### src/rtl/mode_sel_mux.sv
// Frame-synchronous source selector: keyboard next/prev steps pick a mode, committed at frame_start.
// Optional post-switch shoot/red_detect masking enabled by macro MUX_SHOOT_HOLDOFF_EN.
module mode_sel_mux #(
   parameter int NUM_MODES      = 2,
   parameter int INIT_MODE      = 0,
   parameter int KEY_NEXT_BIT   = 5,
   parameter int KEY_PREV_BIT   = 6,
   parameter int HOLDOFF_FRAMES = 2
) (
   input  logic                    clk,
   input  logic                    reset,
   input  logic [7:0]              keyboard_data,
   input  logic                    frame_start,
   input  logic [NUM_MODES-1:0]    target_off_in,
   input  logic [4*NUM_MODES-1:0]  r_port_in,
   input  logic [4*NUM_MODES-1:0]  g_port_in,
   input  logic [4*NUM_MODES-1:0]  b_port_in,
   input  logic [10*NUM_MODES-1:0] x_coor_in,
   input  logic [10*NUM_MODES-1:0] y_coor_in,
   input  logic [NUM_MODES-1:0]    red_detect_in,
   input  logic [NUM_MODES-1:0]    shoot_in,
   output logic                    target_off,
   output logic                    red_detect,
   output logic                    shoot,
   output logic [3:0]              r_port,
   output logic [3:0]              g_port,
   output logic [3:0]              b_port,
   output logic [9:0]              x_coor,
   output logic [9:0]              y_coor,
   output logic [2:0]              mode,
   output logic                    switch_pending,
   output logic                    holdoff_active
);

   localparam logic [2:0] LAST_MODE = 3'(NUM_MODES - 1);
   localparam logic [2:0] RST_MODE  = 3'(INIT_MODE);

   logic       next_q, prev_q;
   logic       next_rise, prev_rise;
   logic       step_next, step_prev;
   logic [2:0] mode_q, target_q;
   logic [2:0] mode_nxt, target_nxt;
   logic       commit_change;
   logic       shoot_sel, red_sel;

   assign next_rise = keyboard_data[KEY_NEXT_BIT] & ~next_q;
   assign prev_rise = keyboard_data[KEY_PREV_BIT] & ~prev_q;
   // Simultaneous rising edges cancel each other
   assign step_next = next_rise & ~prev_rise;
   assign step_prev = prev_rise & ~next_rise;

   always_comb begin
      target_nxt = target_q;
      if (step_next)
         target_nxt = (target_q == LAST_MODE) ? 3'd0 : target_q + 3'd1;
      else if (step_prev)
         target_nxt = (target_q == 3'd0) ? LAST_MODE : target_q - 3'd1;
   end

   // Commit takes the pre-step target; a coincident step lands in target for the next frame
   assign mode_nxt      = frame_start ? target_q : mode_q;
   assign commit_change = frame_start && (target_q != mode_q);

   always_ff @(posedge clk) begin
      if (reset) begin
         next_q   <= 1'b0;
         prev_q   <= 1'b0;
         mode_q   <= RST_MODE;
         target_q <= RST_MODE;
      end else begin
         next_q   <= keyboard_data[KEY_NEXT_BIT];
         prev_q   <= keyboard_data[KEY_PREV_BIT];
         mode_q   <= mode_nxt;
         target_q <= target_nxt;
      end
   end

   assign mode           = mode_q;
   assign switch_pending = (target_q != mode_q);

`ifdef MUX_SHOOT_HOLDOFF_EN
   logic [3:0] holdoff_cnt;

   always_ff @(posedge clk) begin
      if (reset)
         holdoff_cnt <= 4'd0;
      else if (commit_change)
         holdoff_cnt <= 4'(HOLDOFF_FRAMES);
      else if (frame_start && (holdoff_cnt != 4'd0))
         holdoff_cnt <= holdoff_cnt - 4'd1;
   end

   assign holdoff_active = (holdoff_cnt != 4'd0);
`else
   logic unused_holdoff;
   assign unused_holdoff = commit_change ^ (|4'(HOLDOFF_FRAMES));
   assign holdoff_active = 1'b0;
`endif

   always_comb begin
      target_off = 1'b0;
      red_sel    = 1'b0;
      shoot_sel  = 1'b0;
      r_port     = 4'd0;
      g_port     = 4'd0;
      b_port     = 4'd0;
      x_coor     = 10'd0;
      y_coor     = 10'd0;
      for (int i = 0; i < NUM_MODES; i++) begin
         if (mode_q == 3'(i)) begin
            target_off = target_off_in[i];
            red_sel    = red_detect_in[i];
            shoot_sel  = shoot_in[i];
            r_port     = r_port_in[4*i +: 4];
            g_port     = g_port_in[4*i +: 4];
            b_port     = b_port_in[4*i +: 4];
            x_coor     = x_coor_in[10*i +: 10];
            y_coor     = y_coor_in[10*i +: 10];
         end
      end
   end

   assign shoot      = shoot_sel & ~holdoff_active;
   assign red_detect = red_sel & ~holdoff_active;

   logic unused_keys;
   assign unused_keys = ^keyboard_data;

endmodule

### config.mk
export PLATFORM = sky130hd
export DESIGN_NAME = mode_sel_mux
export DESIGN_NICKNAME = d
export VERILOG_FILES = /design/src/rtl/mode_sel_mux.sv
export SDC_FILE = /design/constraint.sdc
export NUM_CORES = 1
export LEC_CHECK = 0
export ABC_AREA = 1
export BUFFER_PORTS_ARGS = -buffer_cell sky130_fd_sc_hd__clkbuf_2
export CAP_MARGIN = 20
export CORE_ASPECT_RATIO = 2
export CORE_MARGIN = 2
export CORE_UTILIZATION = 25
export CTS_BUF_LIST = sky130_fd_sc_hd__clkbuf_16
export DETAILED_ROUTE_END_ITERATION = 8
export MAX_ROUTING_LAYER = met4
export PLACE_DENSITY = 0.73
export SLEW_MARGIN = 20
export SYNTH_ARGS = -nofsm -noshare
export SYNTH_HDL_FRONTEND = slang
export SYNTH_SLANG_ARGS = --single-unit
export TNS_END_PERCENT = 100
### constraint.sdc
create_clock -name clk -period 1.6 [get_ports clk]
set_input_delay 0 -clock clk [delete_from_list [all_inputs] [get_ports clk]]
set_output_delay 0 -clock clk [all_outputs]
set_load 0.01 [all_outputs]
Word level (Yosys, flattened, before mapping)
Index checks and enable logic that the tools add are counted.
W data, S select, Z words.
{"block": "word_totals", "register_bits": 8, "word_cells": 40}
{"block": "op_classes", "add_sub_neg": 2, "n_eq_ne": 3, "mux": 20, "bitwise_logic": 8, "reduce_logical": 3}
{"cell": "$mux W10", "count": 4}
{"cell": "$mux W4", "count": 6}
{"cell": "$mux W3", "count": 4}
{"cell": "$eq A3 B1 Y1 const B", "count": 2}
{"cell": "$logic_not A3 Y1", "count": 2}
{"cell": "$mux W1", "count": 6}
{"cell": "$and A1 B1 Y1", "count": 4}
{"cell": "$not A1 Y1", "count": 4}
{"cell": "$add A3 B1 Y3 const B", "count": 1}
{"cell": "$ne A3 B3 Y1", "count": 1}
{"cell": "$sub A3 B1 Y3 const B", "count": 1}
{"cell": "$reduce_bool A2 Y1", "count": 1}

Longest topological paths before layout
{"block": "depth", "depth_word": 6, "ltp_mapped": 9, "depth_no_buf": 9}

Worst setup path after synthesis
Ideal clock, no wire load.
{"block": "synth_timing", "kind": "register to register", "start": "register prev_q", "end": "register target_q[2]", "setup_ns": 0.115, "t_arrival_ns": 1.169, "setup_slack_ns": 0.316, "path_stages_with_launch": 7, "period_less_slack_ns": 1.284, "cell_sequence": "dfxtp_1 > or2_2 > ha_1 > nor2_1 > inv_1 > a21oi_1 > nor2_1"}
{"block": "synth_between", "elab_chain_len": 5, "elab_cells_between_ends": 7, "cone_classes": "mux (1); bitwise (5); reduce/logical (1)"}
{"element": "start: declaration", "line_no": "38", "rtl": "logic next_q, prev_q;"}
{"element": "start signal: assignment", "line_no": "72", "rtl": "prev_q <= keyboard_data[KEY_PREV_BIT];"}
{"element": "$not A1 Y1 *", "line_no": "47", "rtl": "assign prev_rise = keyboard_data[KEY_PREV_BIT] & ~prev_q;"}
{"element": "$and A1 B1 Y1 *", "line_no": "47"}
{"element": "$not A1 Y1", "line_no": "49", "rtl": "assign step_next = next_rise & ~prev_rise;"}
{"element": "$and A1 B1 Y1", "line_no": "49"}
{"element": "$mux W3 or $reduce_bool A2 Y1 (tied branches)"}
{"element": "end signal: assignment", "line_no": "74", "rtl": "target_q <= target_nxt;"}
{"element": "end: declaration", "line_no": "41", "rtl": "logic [2:0] mode_q, target_q;"}
Mark *: on every way between the ends. The rest lies on a longest branch, timed or not.
A chain may end at the register's enable or synchronous reset.

Final worst setup path
{"block": "layout_timing", "start": "register mode_q[1], in the netlist mode[1]", "end": "output y_coor[8]"}
{"block": "layout_between", "elab_chain_len": 3, "elab_cells_between_ends": 4, "cone_classes": "eq/ne (1); mux (2); reduce/logical (1)"}
{"element": "start: declaration", "line_no": "41"}
{"element": "start signal: assignment", "line_no": "73", "rtl": "mode_q <= mode_nxt;"}
{"element": "$logic_not A3 Y1", "line_no": "110", "rtl": "if (mode_q == 3'(i)) begin"}
{"element": "$mux W10", "line_no": "110"}
{"element": "$mux W10 *", "line_no": "110"}
{"element": "end: declaration", "line_no": "29", "rtl": "output logic [9:0] y_coor,"}
Marks and branches as above.

==> impl_metrics.xml <==
<?xml version="1.0" encoding="UTF-8"?>
<metrics>
  <group name="status">
    <metric name="outcome" unit="">finished, final reports clean</metric>
  </group>
  <group name="power_and_ir_drop">
    <metric name="ir_worst_vdd" unit="mV">0.774</metric>
    <metric name="power.sequential.fraction" unit="%">18.7</metric>
    <metric name="leakage" unit="µW">0.00110</metric>
    <metric name="internal_power" unit="µW">796</metric>
    <metric name="p_sw_share" unit="%">34.6</metric>
    <metric name="power.share.clock" unit="%">35.0</metric>
    <metric name="netSwitchingPower" unit="µW">420</metric>
    <metric name="power_per_cell_area" unit="nW/µm²">673</metric>
    <metric name="power_frac_comb" unit="%">46.2</metric>
  </group>
  <group name="routing">
    <metric name="finalWirelength" unit="mm">3.64</metric>
    <metric name="vias_per_cell" unit="">4.41</metric>
    <metric name="ant_nets" unit="">0</metric>
    <metric name="tritonroute_pass_1_iters" unit="">4</metric>
    <metric name="drt-initial-drc-count" unit="">20</metric>
    <metric name="via_count" unit="">1486</metric>
    <metric name="remaining_drc_errors" unit="">0</metric>
    <metric name="wl_per_cell" unit="µm">10.8</metric>
  </group>
  <group name="run">
    <metric name="cap_viol_max_count" unit="">0</metric>
  </group>
  <group name="yosys">
    <metric name="syn_nets" unit="">253</metric>
    <metric name="synth-seq-cells" unit="">8</metric>
    <metric name="ys.warnings.count" unit="">0</metric>
    <metric name="post_synth.cell_area_avg" unit="µm²">6.40</metric>
    <metric name="sequential_share_of_the_synthesized_area" unit="%">14.6</metric>
    <metric name="synthCells" unit="">171</metric>
    <metric name="synth.lib_cells_used.distinct" unit="">19</metric>
    <metric name="synthesis.area" unit="µm²">1090</metric>
  </group>
  <group name="clock_network">
    <metric name="cts_num_sinks" unit="">8</metric>
    <metric name="htree_levels" unit="">1</metric>
    <metric name="post_cts.repair.setup_buffers" unit="">0</metric>
    <metric name="clock_tree.buffer_depth" unit="">2</metric>
    <metric name="clk_latency" unit="ns">0.24</metric>
    <metric name="cts-buffers-inserted" unit="">3</metric>
    <metric name="tritoncts" unit="">built</metric>
    <metric name="clockRootBuffer" unit="">clkbuf_16</metric>
    <metric name="clk_pin_slew" unit="ns">0.03</metric>
  </group>
  <group name="setup_path">
    <metric name="arrival" unit="ns">1.47</metric>
    <metric name="critPathRequiredTime" unit="ns">1.60</metric>
    <metric name="critPathLaunchType" unit="">flop</metric>
    <metric name="cp-end-kind" unit="">primary output</metric>
    <metric name="worst-path-max-fanout" unit="">15</metric>
    <metric name="rrSetupSlack" unit="ns">0.31</metric>
    <metric name="criticalPathCategory" unit="">reg2out</metric>
  </group>
  <group name="grt">
    <metric name="grtUsageTotal" unit="%">14.5</metric>
    <metric name="grt_remaining_overflow" unit="">0</metric>
    <metric name="via_count_of_the_first_global_routing_pass" unit="">1350</metric>
    <metric name="initial_antenna_violation_count" unit="">0</metric>
    <metric name="first_pass_grt_wire_length" unit="mm">5.64</metric>
    <metric name="pin_count_of_the_biggest_net_entering_global_routing" unit="">36</metric>
  </group>
  <group name="sta">
    <metric name="timing_hold_violations_final" unit="">0</metric>
    <metric name="worst_hold_slack_after_final_layout" unit="ns">0.0179</metric>
    <metric name="timing.final.max_slew_violations" unit="">0</metric>
    <metric name="period_share" unit="%">91.8</metric>
    <metric name="grt_setup_unrepaired" unit="">no</metric>
    <metric name="period_needed" unit="ns">1.47</metric>
    <metric name="finalClockSkew" unit="ns">0.00303</metric>
    <metric name="maxClockFrequency" unit="GHz">0.681</metric>
    <metric name="totalNegativeSetupSlack" unit="ns">0</metric>
    <metric name="setup_viols_final" unit="">0</metric>
  </group>
  <group name="floorplanning">
    <metric name="floorplan.die.width" unit="µm">50.8</metric>
    <metric name="die-area" unit="µm²">4950</metric>
    <metric name="initial_utilization" unit="%">25.5</metric>
    <metric name="placement_rows" unit="">34</metric>
    <metric name="core_area" unit="µm²">4300</metric>
    <metric name="top_level_ports" unit="">121</metric>
    <metric name="die_height" unit="µm">97.5</metric>
  </group>
  <group name="final_layout">
    <metric name="most-common-layout-cells" unit="">clkbuf_2 (113), inv_1 (44), nand3_1 (37), o21ai_2 (30), o21ai_0 (9)</metric>
    <metric name="layout_commonest_cell" unit="">clkbuf_2</metric>
    <metric name="final_net_count" unit="">367</metric>
    <metric name="areaGrowthSynthToFinish" unit="%">65.3</metric>
    <metric name="num_antenna_cells" unit="">0</metric>
    <metric name="post_route_cells_drive_above_1_share" unit="%">55.5</metric>
    <metric name="num-fill-cells" unit="">461</metric>
  </group>
  <group name="placed_design">
    <metric name="port_buffers" unit="">113</metric>
    <metric name="gp_routability_congestion" unit="">0.756</metric>
    <metric name="dp.final_hpwl" unit="mm">2.94</metric>
  </group>
  <group name="min_path">
    <metric name="worst_hold_path_type" unit="">in2reg</metric>
  </group>
</metrics>
==> power groups by stage <==
| stage | clock (µW) | combinational, µW | sequential (µW) |
|---|---|---|---|
| after floorplan | 0 | 333 | 225 |
| after global placement | 0 | 542 | 230 |
| after detailed placement | 0 | 554 | 230 |
| after CTS | 435 | 562 | 228 |
| after global routing | 441 | 622 | 230 |
| final | 426 | 562 | 228 |
==> sequential cells by signal, summed over array words and instances, names as in the netlist <==
register and count:
mode 3, next_q 1, prev_q 1, target_q 3
==> final timing paths <==
path / from / cells past startpoint / endpoint
max: mode[1] / 4 / y_coor[8]
min: frame_start / 2 / mode[0]
max reg2reg: prev_q / 6 / target_q[2]
min reg2reg: target_q[2] / 2 / mode[2]
==> worst max-delay path: stages, from the launching register on <==
cell and delay, ns:
dfxtp_1 0.36, nand3b_4 0.32, buf_4 0.25, o21ai_2 0.15, clkbuf_2 0.15
==> logic make-up (layout without fill, tap and decap cells) <==
logic type / count (synthesis) / count (layout) / share of synthesized area [%]
adders and majority gates: 1 / 1 / 1.14
and+or+nand+nor: 57 / 57 / 26.4
AOI/OAI and AO/OA: 45 / 45 / 30.9
xor gates and xnor gates: 3 / 3 / 2.40
other: 1 / 1 / 0.343
buffers and inverters: 56 / 168 / 24.1
DFF: 8 / 8 / 14.6
==> through the flow <==
stage               worst slack, ns  area, µm²  total power [µW]  std cells  util [%]
floorplan                     0.316       1090               558        171         -
global placement              0.260       1690               772        331      39.3
detailed placement            0.254       1690               784        331      39.3
CTS                         0.00812       1790              1220        337      41.7
global route                 0.0489       1810              1290        337      42.1
finish                        0.131       1810              1220        337      42.1
==> routing by layer <==
metal | up-vias | part of all wire [%] | GRT usage, % | wire length, µm
met3 | 7 | 9.4 | 3.23 | 342
met1 | 631 | 35 | 12.7 | 1280
met4 | 0 | 1.6 | 5.41 | 60
li1 | 768 | - | - | -
met2 | 80 | 54 | 28.2 | 1960
met5 | - | 0 | - | 0
==> final cells by class <==
class | instances | area, µm² | share of cell area [%]
Multi-Input combinational cell | 107 | 684 | 37.9
Clock buffer | 3 | 75.1 | 4.15
Tap cell | 54 | 67.6 | 3.74
Inverter | 45 | 169 | 9.34
Sequential cell | 8 | 161 | 8.93
Timing Repair Buffer | 120 | 651 | 36.0
==> Yosys cell counts <==
cell type | instances | area (µm²)
dfxtp_1 | 8 | 160
nand3b_4 | 1 | 20.0
nand3_1 | 37 | 185
buf_4 | 1 | 7.51
nand4_1 | 1 | 6.26
buf_2 | 4 | 20.0
a21oi_1 | 6 | 30.0
ha_1 | 1 | 12.5
o21ai_2 | 30 | 263
conb_1 | 1 | 3.75
or2_2 | 1 | 6.26
inv_2 | 1 | 3.75
nor2_4 | 1 | 11.3
nor2_1 | 8 | 30.0
buf_6 | 6 | 67.6
o21ai_0 | 9 | 45.0
nand2_1 | 8 | 30.0
inv_1 | 44 | 165
xnor2_1 | 3 | 26.3
==> repair_timing <==
item | in CTS | in global routing
hold buffers | 3 | 0
resized for setup | 0 | 3
setup endpoints to repair | 0 | 3
endpoints found under the hold margin | 2 | 0
Power figures use the tool's default switching activity.
